[config.mk]
export PLATFORM = sky130hd
export DESIGN_NAME = cpu_run_ctrl
export DESIGN_NICKNAME = d
export VERILOG_FILES = /design/src/rtl/definitions.vh /design/src/rtl/cpu_pkg.sv /design/src/rtl/edge_pulse.sv /design/src/rtl/cpu_run_ctrl.sv
export SDC_FILE = /design/constraint.sdc
export NUM_CORES = 1
export LEC_CHECK = 0
export ABC_AREA = 1
export ABC_CLOCK_PERIOD_IN_PS = 4800
export BUFFER_PORTS_ARGS = -buffer_cell sky130_fd_sc_hd__buf_4
export CORE_MARGIN = 2
export CORE_UTILIZATION = 25
export CTS_BUF_LIST = sky130_fd_sc_hd__clkbuf_2
export DETAILED_ROUTE_END_ITERATION = 8
export GPL_TIMING_DRIVEN = 0
export HOLD_SLACK_MARGIN = 0.02
export SLEW_MARGIN = 20
export SYNTH_ARGS = -nofsm -noshare
export SYNTH_HDL_FRONTEND = slang
export SYNTH_SLANG_ARGS = --single-unit
[constraint.sdc]
create_clock -name clk -period 4.8 [get_ports clk]
set_input_delay 0.96 -clock clk [delete_from_list [all_inputs] [get_ports clk]]
set_output_delay 0.96 -clock clk [all_outputs]
set_load 0.02 [all_outputs]
[src/rtl/definitions.vh]
// Core-wide constants shared by the single-cycle MIPS datapath.
// SYSCALL_HALT is the $v0 service code that stops the core.
`ifndef DEFINITIONS_VH
`define DEFINITIONS_VH

`define SYSCALL_HALT 10

`endif

[src/rtl/cpu_pkg.sv]
// Shared types for the MIPS run controller: run-state encoding and PC width.
package cpu_pkg;

    localparam int unsigned PC_W  = 32;
    localparam int unsigned ST_W  = 3;

    typedef enum logic [ST_W-1:0] {
        ST_IDLE  = 3'd0,
        ST_RUN   = 3'd1,
        ST_STEP  = 3'd2,
        ST_PAUSE = 3'd3,
        ST_HALT  = 3'd4
    } run_state_t;

endpackage

[src/rtl/edge_pulse.sv]
// Rising-edge detector for a debounced button level: one registered
// single-cycle pulse per press, however long the button is held.
module edge_pulse (
    input  logic clk,
    input  logic rst,
    input  logic i_level,
    output logic o_pulse
);

    logic r_prev;
    logic r_pulse;

    always_ff @(posedge clk) begin
        if (rst) begin
            r_prev  <= 1'b0;
            r_pulse <= 1'b0;
        end else begin
            r_prev  <= i_level;
            r_pulse <= i_level & ~r_prev;
        end
    end

    assign o_pulse = r_pulse;

endmodule

[src/rtl/cpu_run_ctrl.sv]
// Run controller: folds run/step/pause buttons, syscall halt and an optional
// PC breakpoint (macro RUN_CTRL_BP_EN) into the core enable plus counters.
module cpu_run_ctrl
    import cpu_pkg::*;
#(
    parameter int unsigned CNT_W = 32
) (
    input  logic                 clk,
    input  logic                 rst,
    input  logic                 run_btn,
    input  logic                 step_btn,
    input  logic                 pause_btn,
    input  logic                 halt_in,
    input  logic [PC_W-1:0]      pc_in,
    input  logic [PC_W-1:0]      bp_addr,
    input  logic                 bp_valid,
    output logic                 cpu_en,
    output logic [ST_W-1:0]      state,
    output logic                 bp_stop,
    output logic [CNT_W-1:0]     cycle_count,
    output logic [CNT_W-1:0]     instr_count
);

    localparam logic [CNT_W-1:0] CNT_MAX = {CNT_W{1'b1}};

    logic w_run_p;
    logic w_step_p;
    logic w_pause_p;
    logic w_bp_hit;

    run_state_t        r_state;
    run_state_t        w_next_state;
    logic              r_bp_stop;
    logic              w_next_bp_stop;
    logic              w_cpu_en;
    logic [CNT_W-1:0]  r_cycle_count;
    logic [CNT_W-1:0]  r_instr_count;

    edge_pulse u_run_edge (
        .clk     (clk),
        .rst     (rst),
        .i_level (run_btn),
        .o_pulse (w_run_p)
    );

    edge_pulse u_step_edge (
        .clk     (clk),
        .rst     (rst),
        .i_level (step_btn),
        .o_pulse (w_step_p)
    );

    edge_pulse u_pause_edge (
        .clk     (clk),
        .rst     (rst),
        .i_level (pause_btn),
        .o_pulse (w_pause_p)
    );

`ifdef RUN_CTRL_BP_EN
    // Skip suppresses the compare for the first RUN cycle so a resume from
    // the breakpointed PC executes that instruction instead of re-stopping.
    logic r_bp_skip;

    always_ff @(posedge clk) begin
        if (rst) begin
            r_bp_skip <= 1'b0;
        end else if ((r_state != ST_RUN) && (w_next_state == ST_RUN)) begin
            r_bp_skip <= 1'b1;
        end else if (r_state == ST_RUN) begin
            r_bp_skip <= 1'b0;
        end
    end

    assign w_bp_hit = bp_valid && (pc_in == bp_addr) && !r_bp_skip;
`else
    logic w_unused_bp;
    assign w_unused_bp = ^{bp_addr, bp_valid, pc_in};
    assign w_bp_hit    = 1'b0;
`endif

    always_ff @(posedge clk) begin
        if (rst) begin
            r_state   <= ST_IDLE;
            r_bp_stop <= 1'b0;
        end else begin
            r_state   <= w_next_state;
            r_bp_stop <= w_next_bp_stop;
        end
    end

    // Next state, bp_stop and the same-cycle enable; pause and breakpoint
    // both kill the enable in the cycle they are seen.
    always_comb begin
        w_next_state   = r_state;
        w_next_bp_stop = r_bp_stop;
        w_cpu_en       = 1'b0;
        case (r_state)
            ST_IDLE, ST_PAUSE: begin
                if (w_run_p) begin
                    w_next_state   = ST_RUN;
                    w_next_bp_stop = 1'b0;
                end else if (w_step_p) begin
                    w_next_state   = ST_STEP;
                    w_next_bp_stop = 1'b0;
                end
            end
            ST_RUN: begin
                if (w_pause_p) begin
                    w_next_state   = ST_PAUSE;
                    w_next_bp_stop = 1'b0;
                end else if (w_bp_hit) begin
                    w_next_state   = ST_PAUSE;
                    w_next_bp_stop = 1'b1;
                end else begin
                    w_cpu_en = 1'b1;
                    if (halt_in) begin
                        w_next_state = ST_HALT;
                    end
                end
            end
            ST_STEP: begin
                w_cpu_en = 1'b1;
                if (halt_in) begin
                    w_next_state = ST_HALT;
                end else begin
                    w_next_state   = ST_PAUSE;
                    w_next_bp_stop = 1'b0;
                end
            end
            ST_HALT: begin
                w_next_state = ST_HALT;
            end
            default: begin
                w_next_state   = ST_IDLE;
                w_next_bp_stop = 1'b0;
            end
        endcase
    end

    // Saturating display counters.
    always_ff @(posedge clk) begin
        if (rst) begin
            r_cycle_count <= '0;
            r_instr_count <= '0;
        end else begin
            if (r_cycle_count != CNT_MAX) begin
                r_cycle_count <= r_cycle_count + CNT_W'(1);
            end
            if (w_cpu_en && (r_instr_count != CNT_MAX)) begin
                r_instr_count <= r_instr_count + CNT_W'(1);
            end
        end
    end

    assign cpu_en      = w_cpu_en;
    assign state       = ST_W'(r_state);
    assign bp_stop     = r_bp_stop;
    assign cycle_count = r_cycle_count;
    assign instr_count = r_instr_count;

endmodule

==> flow_summary_export.csv, run 1 <==
group,metric,value,unit
power,fin_total_pwr,1.49,mW
detailed_routing,met3_wirelength,625,µm
timing,worst_clock_skew,0.0343,ns
synth,syn-mean-instance-area,6.08,µm²
timing,max_slew_margin,63.9,%
global_route,grt_max_degree,11,
detailed_routing,wl,12200,µm
setup_path,critPathSlowestCell,"sky130_fd_sc_hd__dfxtp_1",
finish,fill_cells,1864,
clock_tree,ctsResizeCount,0,
detailed_routing,wirelength_met1,5750,µm
setup_path,timing.critical_path.cells,"inv_2 > nor2_1 > nand3b_1 > nand2_2 > buf_4",
synth,synth_fp_nets,764,
power,ir_worst_vdd,0.113,mV
placed_design,gp_congestion,0.893,
detailed_routing,met2_wirelength,5660,µm
timing,period_share,58.4,%
detailed_routing,number_of_design_rule_violations_left_after_detail_routing,0,
setup_path,critPathMaxFanout,10,
floorplan,floorplan.die_area,17900,µm²
clock_tree,clock_latency,0.59,ns
global_route,wire_length_of_the_first_global_routing_pass,20000,µm
synth,synth_cell_type_count,30,
setup_path,cp_top_family,"simple AND/OR/NAND/NOR gates",
floorplan,core.rowCount,47,
power,power_density,292,nW/µm²
clock_tree,cts.htree.levels,3,
clock_tree,cts_made_buffers,9,
detailed_routing,route.top_layer_used,"met4",
run_status,run_status,"completed",
synth,synth_compound_area_share,6.01,%
clock_tree,tritoncts,"done",
synth,synth_seq_area_share,34.8,%
timing,finalCriticalPeriod,2.80,ns
finish,layout.nets,847,
clock_tree,postCtsSetupRepairBufs,0,
clock_tree,cts_sinks,73,
finish,drive_above_1_share,14.0,%
timing,clock.fmax,357,MHz
clock_tree,clk_transition_reported_paths,0.18,ns
finish,regArea,1460,µm²
detailed_routing,avgRoutedWirePerCell,12.3,µm
timing,number_of_endpoints_with_negative_hold_slack_in_the_final_report,0,
global_route,first_global_vias,3977,
finish,multi_input_area,2370,µm²
setup_path,crit_path_end_kind,"primary output",
power,p_leak,2.19,nW
setup_path,timing.critical_path.from_type,"flop",
synth,synth-simple-area-share,44.0,%
timing,setup_viol,0,
setup_path,critical-path-max-stage-delay,0.44,ns
timing,worst_slew_pin_slew,0.542,ns
clock_tree,clockBufferDepth,2,
detailed_routing,route.vias.total,4387,
synth,post_synth_xor_area_fraction,5.63,%
detailed_routing,detailedRoute.firstPassIterationCount,4,
global_route,groute.usage.overall,14.2,%
finish,layout-area-overhead-vs-synth,21.1,%
setup_path,worst_setup_path_type,"reg -> out",
flow_run,maxCapViolations,0,
floorplan,initial_cell_density_of_the_core,25.4,%
placed_design,numPortBuffers,72,
synth,post_synth_fa_ha_maj_area_fraction,0.595,%
setup_path,data_required_time_at_the_worst_endpoint,3.84,ns
detailed_routing,avgViaCountPerCell,4.40,
synth,yosys-mux-area-fraction,0,%
global_route,antenna_violations_before_repair,0,
floorplan,coreArea,16500,µm²
synth,synthesis.area,4200,µm²
global_route,gr_overflow_total,0,
timing,setup_total_negative_slack,0,ns
setup_path,worst-path-buf-inv,2,
hold_path,worst_hold_path_type,"reg -> reg",
placed_design,hpwl,9450,µm
floorplan,dieWidth,134,µm
detailed_routing,initialDrtViolationCount,279,
detailed_routing,number_of_nets_with_antenna_violations_after_detailed_routing,0,
synth,dominant_combinational_cell_family_by_area_after_synthesis,"simple AND/OR/NAND/NOR gates",
floorplan,floorplan.io_pins,140,
synth,synthesis.yosys.warnings,0,
timing,maxSlewViolCount,0,
synth,netlist_instances,691,
timing,rsz0062_at_grt,"false",
clock_tree,holdBufCountCts,0,
floorplan,die_y,134,µm
finish,antenna_cells,0,
clock_tree,clock_tree.root_cell,"sky130_fd_sc_hd__clkbuf_2",
setup_path,cp_data_arrival_time,1.84,ns
synth,number_of_register_bits_inferred_by_synthesis,73,
metal layers:
layer	GRT usage [%]	vias up
met2	24.1	116
met3	3.16	17
li1	-	2299
met4	4.43	0
met5	0	-
met1	17.9	1955
cells in the final DEF (no fill, tap or decap), drive strengths merged, types with 6 or more instances in the layout:
cell type,instances
buf,83
nand3b,8
clkbuf,20
nor2,140
a21oi,32
nand2,241
inv,74
nand3,43
o21ai,13
nand4,6
nor3,9
dfxtp,73
xor2,18
xnor2,9
flip-flops by register name (all words and copies together) (netlist names):
name / flops
u_step_edge.r_prev: 1
u_run_edge.o_pulse: 1
instr_count: 32
u_pause_edge.o_pulse: 1
cycle_count: 32
u_run_edge.r_prev: 1
u_step_edge.o_pulse: 1
u_pause_edge.r_prev: 1
state: 3
per-stage QoR:
stage | hold WS, ns | std cells | util (%) | setup slack [ns] | instance area, µm²
finish | 0.404 | 997 | 30.8 | 2.00 | 5090
detailed placement | 0.386 | 983 | 30.4 | 2.62 | 5020
global route | 0.414 | 997 | 30.8 | 1.82 | 5090
global placement | 0.378 | 983 | 30.4 | 2.63 | 5020
CTS | 0.408 | 997 | 30.8 | 1.93 | 5090
floorplan | 0.374 | 691 | - | 2.83 | 4200
Yosys cell counts:
library cell | number | area [µm²]
sky130_fd_sc_hd__nand2_1 | 237 | 890
sky130_fd_sc_hd__nor2_1 | 136 | 510
sky130_fd_sc_hd__dfxtp_1 | 73 | 1460
sky130_fd_sc_hd__inv_1 | 71 | 267
sky130_fd_sc_hd__nand3_1 | 42 | 210
sky130_fd_sc_hd__a21oi_1 | 31 | 155
sky130_fd_sc_hd__xor2_1 | 18 | 158
sky130_fd_sc_hd__o21ai_0 | 13 | 65.1
sky130_fd_sc_hd__nor3_1 | 9 | 45.0
sky130_fd_sc_hd__xnor2_1 | 9 | 78.8
sky130_fd_sc_hd__nand3b_1 | 8 | 60.1
sky130_fd_sc_hd__clkbuf_1 | 7 | 26.3
sky130_fd_sc_hd__nand4_1 | 6 | 37.5
sky130_fd_sc_hd__buf_2 | 5 | 25.0
sky130_fd_sc_hd__inv_2 | 3 | 11.3
sky130_fd_sc_hd__nand2_2 | 3 | 18.8
sky130_fd_sc_hd__a31oi_1 | 2 | 12.5
sky130_fd_sc_hd__buf_1 | 2 | 7.51
sky130_fd_sc_hd__buf_4 | 2 | 15.0
sky130_fd_sc_hd__buf_6 | 2 | 22.5
sky130_fd_sc_hd__ha_1 | 2 | 25.0
sky130_fd_sc_hd__nor2_4 | 2 | 22.5
sky130_fd_sc_hd__a21boi_2 | 1 | 11.3
sky130_fd_sc_hd__a21oi_2 | 1 | 8.76
sky130_fd_sc_hd__conb_1 | 1 | 3.75
sky130_fd_sc_hd__nand2_4 | 1 | 11.3
sky130_fd_sc_hd__nand3_2 | 1 | 10.0
sky130_fd_sc_hd__nor2_2 | 1 | 6.26
sky130_fd_sc_hd__nor2_8 | 1 | 20.0
sky130_fd_sc_hd__nor3b_1 | 1 | 7.51
power by group:
group          leakage (nW)  switching [mW]  total [mW]  internal (mW)
clock network        0.0579           0.223       0.294         0.0708
logic                  1.54           0.309       0.482          0.174
registers             0.592          0.0579       0.710          0.652
total                  2.19           0.590        1.49          0.897
kinds of logic (layout without fill, tap and decap cells):
logic type / count (synthesis) / count (layout)
AO/OA/AOI/OAI: 48 / 48
XOR/XNOR: 27 / 27
adder cells (fa/ha/maj): 2 / 2
buffers and inverters: 92 / 178
flip-flops: 73 / 73
other: 1 / 1
AND/OR/NAND/NOR: 448 / 448
worst reg2reg max path: stages, from the launching register on:
cell	delay, ns
sky130_fd_sc_hd__dfxtp_1	0.55
sky130_fd_sc_hd__ha_1	0.35
sky130_fd_sc_hd__inv_2	0.08
sky130_fd_sc_hd__nor2_4	0.18
sky130_fd_sc_hd__nand2_1	0.15
sky130_fd_sc_hd__nor2_1	0.20
sky130_fd_sc_hd__nand2_1	0.18
sky130_fd_sc_hd__buf_2	0.26
sky130_fd_sc_hd__nand3_1	0.11
sky130_fd_sc_hd__nand2_1	0.05
sky130_fd_sc_hd__inv_1	0.06
layout make-up:
| type | count | share of cell area [%] |
|---|---|---|
| multi-input cells | 526 | 46.5 |
| flip-flops and latches | 73 | 28.7 |
| repair buffers | 72 | 10.6 |
| inverters | 74 | 5.46 |
| well taps | 220 | 5.41 |
| plain buffers | 18 | 1.89 |
| clock buffers | 13 | 1.28 |
| clock inverters | 1 | 0.0984 |
path summary, 6_finish.rpt:
kind / start / to / slack, ns / cells past startpoint
setup / recovery: state[0]$_SDFFE_PP0P_ / cpu_en / 2.00 / 5
setup reg to reg: cycle_count[0]$_SDFFE_PP0P_ / cycle_count[30]$_SDFFE_PP0P_ / 2.58 / 10
hold reg to reg: u_pause_edge.r_prev$_SDFF_PP0_ / u_pause_edge.o_pulse$_SDFF_PP0_ / 0.40 / 1
hold / removal: u_pause_edge.r_prev$_SDFF_PP0_ / u_pause_edge.o_pulse$_SDFF_PP0_ / 0.40 / 1
Note: power is estimated with default switching activity, not from simulation.
==> run 2, diff against run 1 <==
--- a/config.mk
+++ b/config.mk
@@ -6,7 +6,7 @@
 export NUM_CORES = 1
 export LEC_CHECK = 0
 export ABC_AREA = 1
-export ABC_CLOCK_PERIOD_IN_PS = 4800
+export ABC_CLOCK_PERIOD_IN_PS = 2270
 export BUFFER_PORTS_ARGS = -buffer_cell sky130_fd_sc_hd__buf_4
 export CORE_MARGIN = 2
 export CORE_UTILIZATION = 25
==> constraint.sdc (replaced) <==
create_clock -name clk -period 2.27 [get_ports clk]
set_input_delay 0.454 -clock clk [delete_from_list [all_inputs] [get_ports clk]]
set_output_delay 0.454 -clock clk [all_outputs]
set_load 0.02 [all_outputs]
==> run 2 against run 1 <==
Register-to-register slack worse by 2.4 ns. Final cell count is 0.20% higher. Design area grew 0.49%. Non-clock buffer count up 2.
==> flow_summary_export.csv, run 2 (same netlist as run 1, synthesis figures left out) <==
group,metric,value,unit
run_status,run_status,"completed",
detailed_routing,avgRoutedWirePerCell,12.3,µm
timing,setup_total_negative_slack,0,ns
finish,final_common_cell,"sky130_fd_sc_hd__nand2_1",
setup_path,cp_data_arrival_time,1.61,ns
setup_path,critPathCapture,"cpu_en",
floorplan,floorplan.die_area,17900,µm²
clock_tree,holdBufCountCts,0,
global_route,first_global_vias,3973,
placed_design,dp_slack,0.101,ns
hold_path,worst_hold_path_type,"in -> reg",
power,p_leak,2.20,nW
clock_tree,clock_tree.root_cell,"sky130_fd_sc_hd__clkbuf_2",
timing,maxSlewViolCount,0,
setup_path,crit_path_end_kind,"primary output",
global_route,antenna_violations_before_repair,0,
finish,fill_cells,1862,
finish,antenna_cells,0,
floorplan,die_y,134,µm
placed_design,gp_congestion,0.893,
timing,finalCriticalPeriod,2.06,ns
clock_tree,cts_made_buffers,9,
flow_run,maxCapViolations,0,
timing,max_slew_margin,63.6,%
timing,rsz0062_at_grt,"false",
power,power_density,624,nW/µm²
floorplan,core.rowCount,47,
floorplan,initial_cell_density_of_the_core,25.4,%
power,p_comb_share,33.5,%
setup_path,worst_setup_path_type,"reg -> out",
finish,drive_above_1_share,14.6,%
timing,setup_viol,0,
global_route,groute.usage.overall,14.2,%
clock_tree,clock_latency,0.58,ns
power,power.clock.fraction,19.4,%
placed_design,placed_cells,983,
setup_path,data_required_time_at_the_worst_endpoint,1.82,ns
power,ir_worst_vdd,0.239,mV
power,p_switching,1.26,mW
timing,number_of_endpoints_with_negative_hold_slack_in_the_final_report,0,
detailed_routing,number_of_design_rule_violations_left_after_detail_routing,0,
timing,timing.final.ws_setup,0.207,ns
setup_path,timing.critical_path.from_type,"flop",
finish,regArea,1460,µm²
detailed_routing,detailedRoute.firstPassIterationCount,5,
global_route,wire_length_of_the_first_global_routing_pass,20000,µm
global_route,gr_overflow_total,0,
setup_path,cp-startpoint,"state[0]$_SDFFE_PP0P_",
clock_tree,clk_transition_reported_paths,0.18,ns
finish,layout-area-overhead-vs-synth,21.7,%
setup_path,timing.reg2reg.setup_slack,0.21,ns
clock_tree,cts_sinks,73,
setup_path,critPathMaxFanout,4,
detailed_routing,route.vias.total,4370,
clock_tree,cts.htree.levels,3,
finish,multi_input_area,2370,µm²
finish,mostFrequentLayoutCells,"237 x sky130_fd_sc_hd__nand2_1, 136 x sky130_fd_sc_hd__nor2_1, 76 x sky130_fd_sc_hd__buf_4",
timing,worst_clock_skew,0.0331,ns
global_route,grt_max_degree,11,
floorplan,floorplan.io_pins,140,
floorplan,dieWidth,134,µm
timing,period_share,90.9,%
power,p_seq_share,47.1,%
detailed_routing,initialDrtViolationCount,297,
clock_tree,tritoncts,"done",
timing,hold_ws,0.106,ns
finish,final_cells,999,
detailed_routing,number_of_nets_with_antenna_violations_after_detailed_routing,0,
floorplan,coreArea,16500,µm²
timing,worst_slew_pin_slew,0.545,ns
clock_tree,clockBufferDepth,2,
setup_path,timing.rr.start,"cycle_count[0]$_SDFFE_PP0P_",
detailed_routing,wl,12200,µm
placed_design,hpwl,9450,µm
detailed_routing,avgViaCountPerCell,4.37,
finish,finish.instance_area,5110,µm²
setup_path,crit-reg2reg-capture,"cycle_count[30]$_SDFFE_PP0P_",
setup_path,worst-r2r-cell-count,10,
placed_design,place_area,5020,µm²
power,internal-power,1.93,mW
finish,layout.nets,849,
timing,clock.fmax,485,MHz
finish,finish.utilization,30.9,%
power,netSwitchingFraction,39.5,%
power,fin_total_pwr,3.19,mW
placed_design,numPortBuffers,72,
## run 2: changes by cell type in the layout (fill, tap and decap cells not counted), sizes merged
| cell | previous run | this run |
|---|---|---|
| buf | 83 | 85 |
## run 2: layout make-up
class / instances / area share [%]
Multi-Input combinational cell: 526 / 46.4
Sequential cell: 73 / 28.6
Timing Repair Buffer: 74 / 10.9
Inverter: 74 / 5.43
Tap cell: 220 / 5.38
Buffer: 18 / 1.88
Clock buffer: 13 / 1.27
Clock inverter: 1 / 0.0979
## run 2: worst min-delay path by stage
stage | start | to | slack, ns | cells after the start
2_1_floorplan | u_pause_edge.r_prev$_SDFF_PP0_ | u_pause_edge.o_pulse$_SDFF_PP0_ | 0.37 | 1
3_3_place_gp | u_pause_edge.r_prev$_SDFF_PP0_ | u_pause_edge.o_pulse$_SDFF_PP0_ | 0.38 | 1
3_5_place_dp | u_pause_edge.r_prev$_SDFF_PP0_ | u_pause_edge.o_pulse$_SDFF_PP0_ | 0.39 | 1
4_1_cts | step_btn | u_step_edge.r_prev$_SDFF_PP0_ | 0.06 | 3
5_1_grt | pause_btn | u_pause_edge.r_prev$_SDFF_PP0_ | 0.08 | 3
6_report | step_btn | u_step_edge.r_prev$_SDFF_PP0_ | 0.11 | 3
## run 2: layer usage
layer | part of all wire (%) | GRT usage [%] | vias to the layer above
li1 | - | - | 2301
met1 | 47 | 17.9 | 1937
met2 | 46 | 24.1 | 117
met3 | 4.7 | 3.16 | 15
met4 | 1.5 | 4.43 | 0
met5 | 0 | 0 | -
## run 2: what timing repair did
item,4_1_cts,5_1_grt
endpoints found under the setup margin,1,29
pin swaps,0,1
buffers inserted,0,2
gates resized for setup,2,2
## run 2: power by group through the flow
stage	Combinational, mW	Clock (mW)	Sequential [mW]
floorplan	0.592	0	1.61
global placement	1.03	0	1.53
detailed placement	1.03	0	1.53
CTS	1.05	0.664	1.50
global route	1.20	0.695	1.52
finish	1.07	0.618	1.50
## run 2: critical path, stage by stage (launching register included)
cell                       delay [ns]
sky130_fd_sc_hd__dfxtp_2         0.40
sky130_fd_sc_hd__inv_2           0.06
sky130_fd_sc_hd__nor2_1          0.15
sky130_fd_sc_hd__nand3b_1        0.17
sky130_fd_sc_hd__nand2_4         0.13
sky130_fd_sc_hd__buf_4           0.14
==> run 3, diff against run 2 <==
--- a/config.mk
+++ b/config.mk
@@ -8,6 +8,7 @@
 export ABC_AREA = 1
 export ABC_CLOCK_PERIOD_IN_PS = 2270
 export BUFFER_PORTS_ARGS = -buffer_cell sky130_fd_sc_hd__buf_4
+export CORE_ASPECT_RATIO = 0.5
 export CORE_MARGIN = 2
 export CORE_UTILIZATION = 25
 export CTS_BUF_LIST = sky130_fd_sc_hd__clkbuf_2
==> run 3 against run 2 <==
Flip-flop and latch count is the same. Critical path depth is the same. Sequential share of layout area is 0.28 points lower. Largest cell class unchanged. Clock power rose by 19%. Sequential power about the same.
==> flow_summary_export.csv, run 3 (same netlist as run 1, synthesis figures left out) <==
group,metric,value,unit
run_status,run_status,"completed",
setup_path,timing.rr.start,"cycle_count[0]$_SDFFE_PP0P_",
hold_path,hold-path-cell-count,3,
placed_design,gp_congestion,0.885,
flow_run,maxCapViolations,0,
timing,worst_slew_pin_slew,0.524,ns
setup_path,worst_setup_path_type,"reg -> out",
global_route,gr_overflow_total,0,
floorplan,floorplan.die_area,17900,µm²
global_route,antenna_violations_before_repair,1,
setup_path,critPathMaxFanout,9,
setup_path,cp-startpoint,"state[0]$_SDFFE_PP0P_",
finish,final_cells,1009,
clock_tree,clockBufferDepth,2,
global_route,first_global_vias,4104,
global_route,groute.usage.overall,14.3,%
setup_path,timing.reg2reg.setup_slack,0.19,ns
finish,layout-area-overhead-vs-synth,22.9,%
timing,max_slew_margin,65.0,%
setup_path,cp_data_arrival_time,1.64,ns
global_route,grt_max_degree,13,
clock_tree,clock_tree.root_cell,"sky130_fd_sc_hd__clkbuf_2",
power,power_density,644,nW/µm²
detailed_routing,detailedRoute.firstPassIterationCount,4,
setup_path,timing.critical_path.from_type,"flop",
placed_design,placed_cells,990,
placed_design,hpwl,9770,µm
setup_path,crit-reg2reg-capture,"cycle_count[31]$_SDFFE_PP0P_",
finish,multi_input_area,2380,µm²
timing,worst_clock_skew,0.0410,ns
clock_tree,tritoncts,"done",
power,ir_worst_vdd,0.227,mV
floorplan,core.rowCount,33,
floorplan,coreArea,16400,µm²
global_route,wire_length_of_the_first_global_routing_pass,20300,µm
clock_tree,cts_sinks,73,
floorplan,floorplan.io_pins,140,
timing,finalCriticalPeriod,2.09,ns
hold_path,min_from,"run_btn",
clock_tree,clock_latency,0.56,ns
clock_tree,cts.htree.levels,3,
detailed_routing,wl,12400,µm
timing,setup_viol,0,
placed_design,numPortBuffers,72,
timing,number_of_endpoints_with_negative_hold_slack_in_the_final_report,0,
timing,clock.fmax,478,MHz
floorplan,die_y,95.7,µm
detailed_routing,number_of_nets_with_antenna_violations_after_detailed_routing,0,
timing,maxSlewViolCount,0,
finish,finish.utilization,31.5,%
finish,finish.instance_area,5160,µm²
setup_path,worst-r2r-cell-count,10,
detailed_routing,route.vias.total,4367,
timing,setup_total_negative_slack,0,ns
finish,mostFrequentLayoutCells,"237 x sky130_fd_sc_hd__nand2_1, 135 x sky130_fd_sc_hd__nor2_1, 76 x sky130_fd_sc_hd__buf_4",
detailed_routing,avgViaCountPerCell,4.33,
hold_path,timing.hold.worst_endpoint,"u_run_edge.r_prev$_SDFF_PP0_",
floorplan,dieWidth,187,µm
hold_path,worst_hold_path_type,"in -> reg",
power,p_leak,2.20,nW
detailed_routing,number_of_design_rule_violations_left_after_detail_routing,0,
finish,fill_cells,1839,
clock_tree,cts_made_buffers,9,
detailed_routing,initialDrtViolationCount,201,
placed_design,place_area,5030,µm²
setup_path,data_required_time_at_the_worst_endpoint,1.82,ns
detailed_routing,avgRoutedWirePerCell,12.3,µm
finish,layout.nets,849,
timing,rsz0062_at_grt,"false",
setup_path,crit_path_end_kind,"primary output",
timing,period_share,92.3,%
finish,regArea,1460,µm²
finish,drive_above_1_share,14.6,%
timing,hold_ws,0.106,ns
finish,final_common_cell,"sky130_fd_sc_hd__nand2_1",
clock_tree,clk_transition_reported_paths,0.21,ns
floorplan,initial_cell_density_of_the_core,25.6,%
## run 3: cell types whose count changed in the layout (fill, tap and decap cells not counted), sizes merged
cell / before / now
clkbuf: 20 / 16
diode: 0 / 1
clkinvlp: 0 / 2
bufinv: 0 / 1
clkinv: 1 / 4
## run 3: layer usage
metal	track usage (%)	vias up	routed length, µm	part of all wire, %
met5	0	-	0	0
met4	5.22	0	261	2.1
met3	4.05	23	662	5.3
met2	24.6	81	5670	46
met1	17.3	1947	5840	47
li1	-	2316	-	-
## run 3: cell type report
cell class,count,area share [%]
Buffer,18,1.87
Tap cell,227,5.50
Clock inverter,7,1.19
Clock buffer,9,0.872
Multi-Input combinational cell,526,46.0
Sequential cell,73,28.3
Inverter,74,5.38
Timing Repair Buffer,74,10.8
Antenna cell,1,0.0485
## run 3: worst max-delay path by stage
stage                                   endpoint  slack, ns
floorplan           instr_count[11]$_SDFFE_PP0P_       0.44
global placement     cycle_count[0]$_SDFFE_PP0P_       0.11
detailed placement  cycle_count[31]$_SDFFE_PP0P_       0.09
CTS                                       cpu_en       0.02
global route                              cpu_en       0.02
finish                                    cpu_en       0.18
## run 3: timing repair
item	4_1_cts	5_1_grt
pin swaps	0	2
hold endpoints to repair	0	0
setup endpoints to repair	1	28
resized for setup	1	4
hold buffers	0	0
buffers inserted	0	2
## run 3: worst max-delay path, cell delays in order (launching register included)
cell,delay (ns)
sky130_fd_sc_hd__dfxtp_2,0.41
sky130_fd_sc_hd__inv_2,0.06
sky130_fd_sc_hd__nor2_2,0.12
sky130_fd_sc_hd__nand3b_1,0.16
sky130_fd_sc_hd__nand2_4,0.18
sky130_fd_sc_hd__buf_4,0.16
## run 3: metrics by stage
step | total power, mW | setup slack [ns]
2_1_floorplan | 2.20 | 0.435
3_3_place_gp | 2.55 | 0.105
3_5_place_dp | 2.57 | 0.0906
4_1_cts | 3.32 | 0.0152
5_1_grt | 3.55 | 0.0178
6_report | 3.33 | 0.176
## run 3: report_power, final
part / total, mW / internal (mW) / switching (mW)
sequential: 1.51 / 1.38 / 0.131
clock: 0.738 / 0.240 / 0.498
combinational: 1.08 / 0.401 / 0.675
total: 3.33 / 2.02 / 1.30
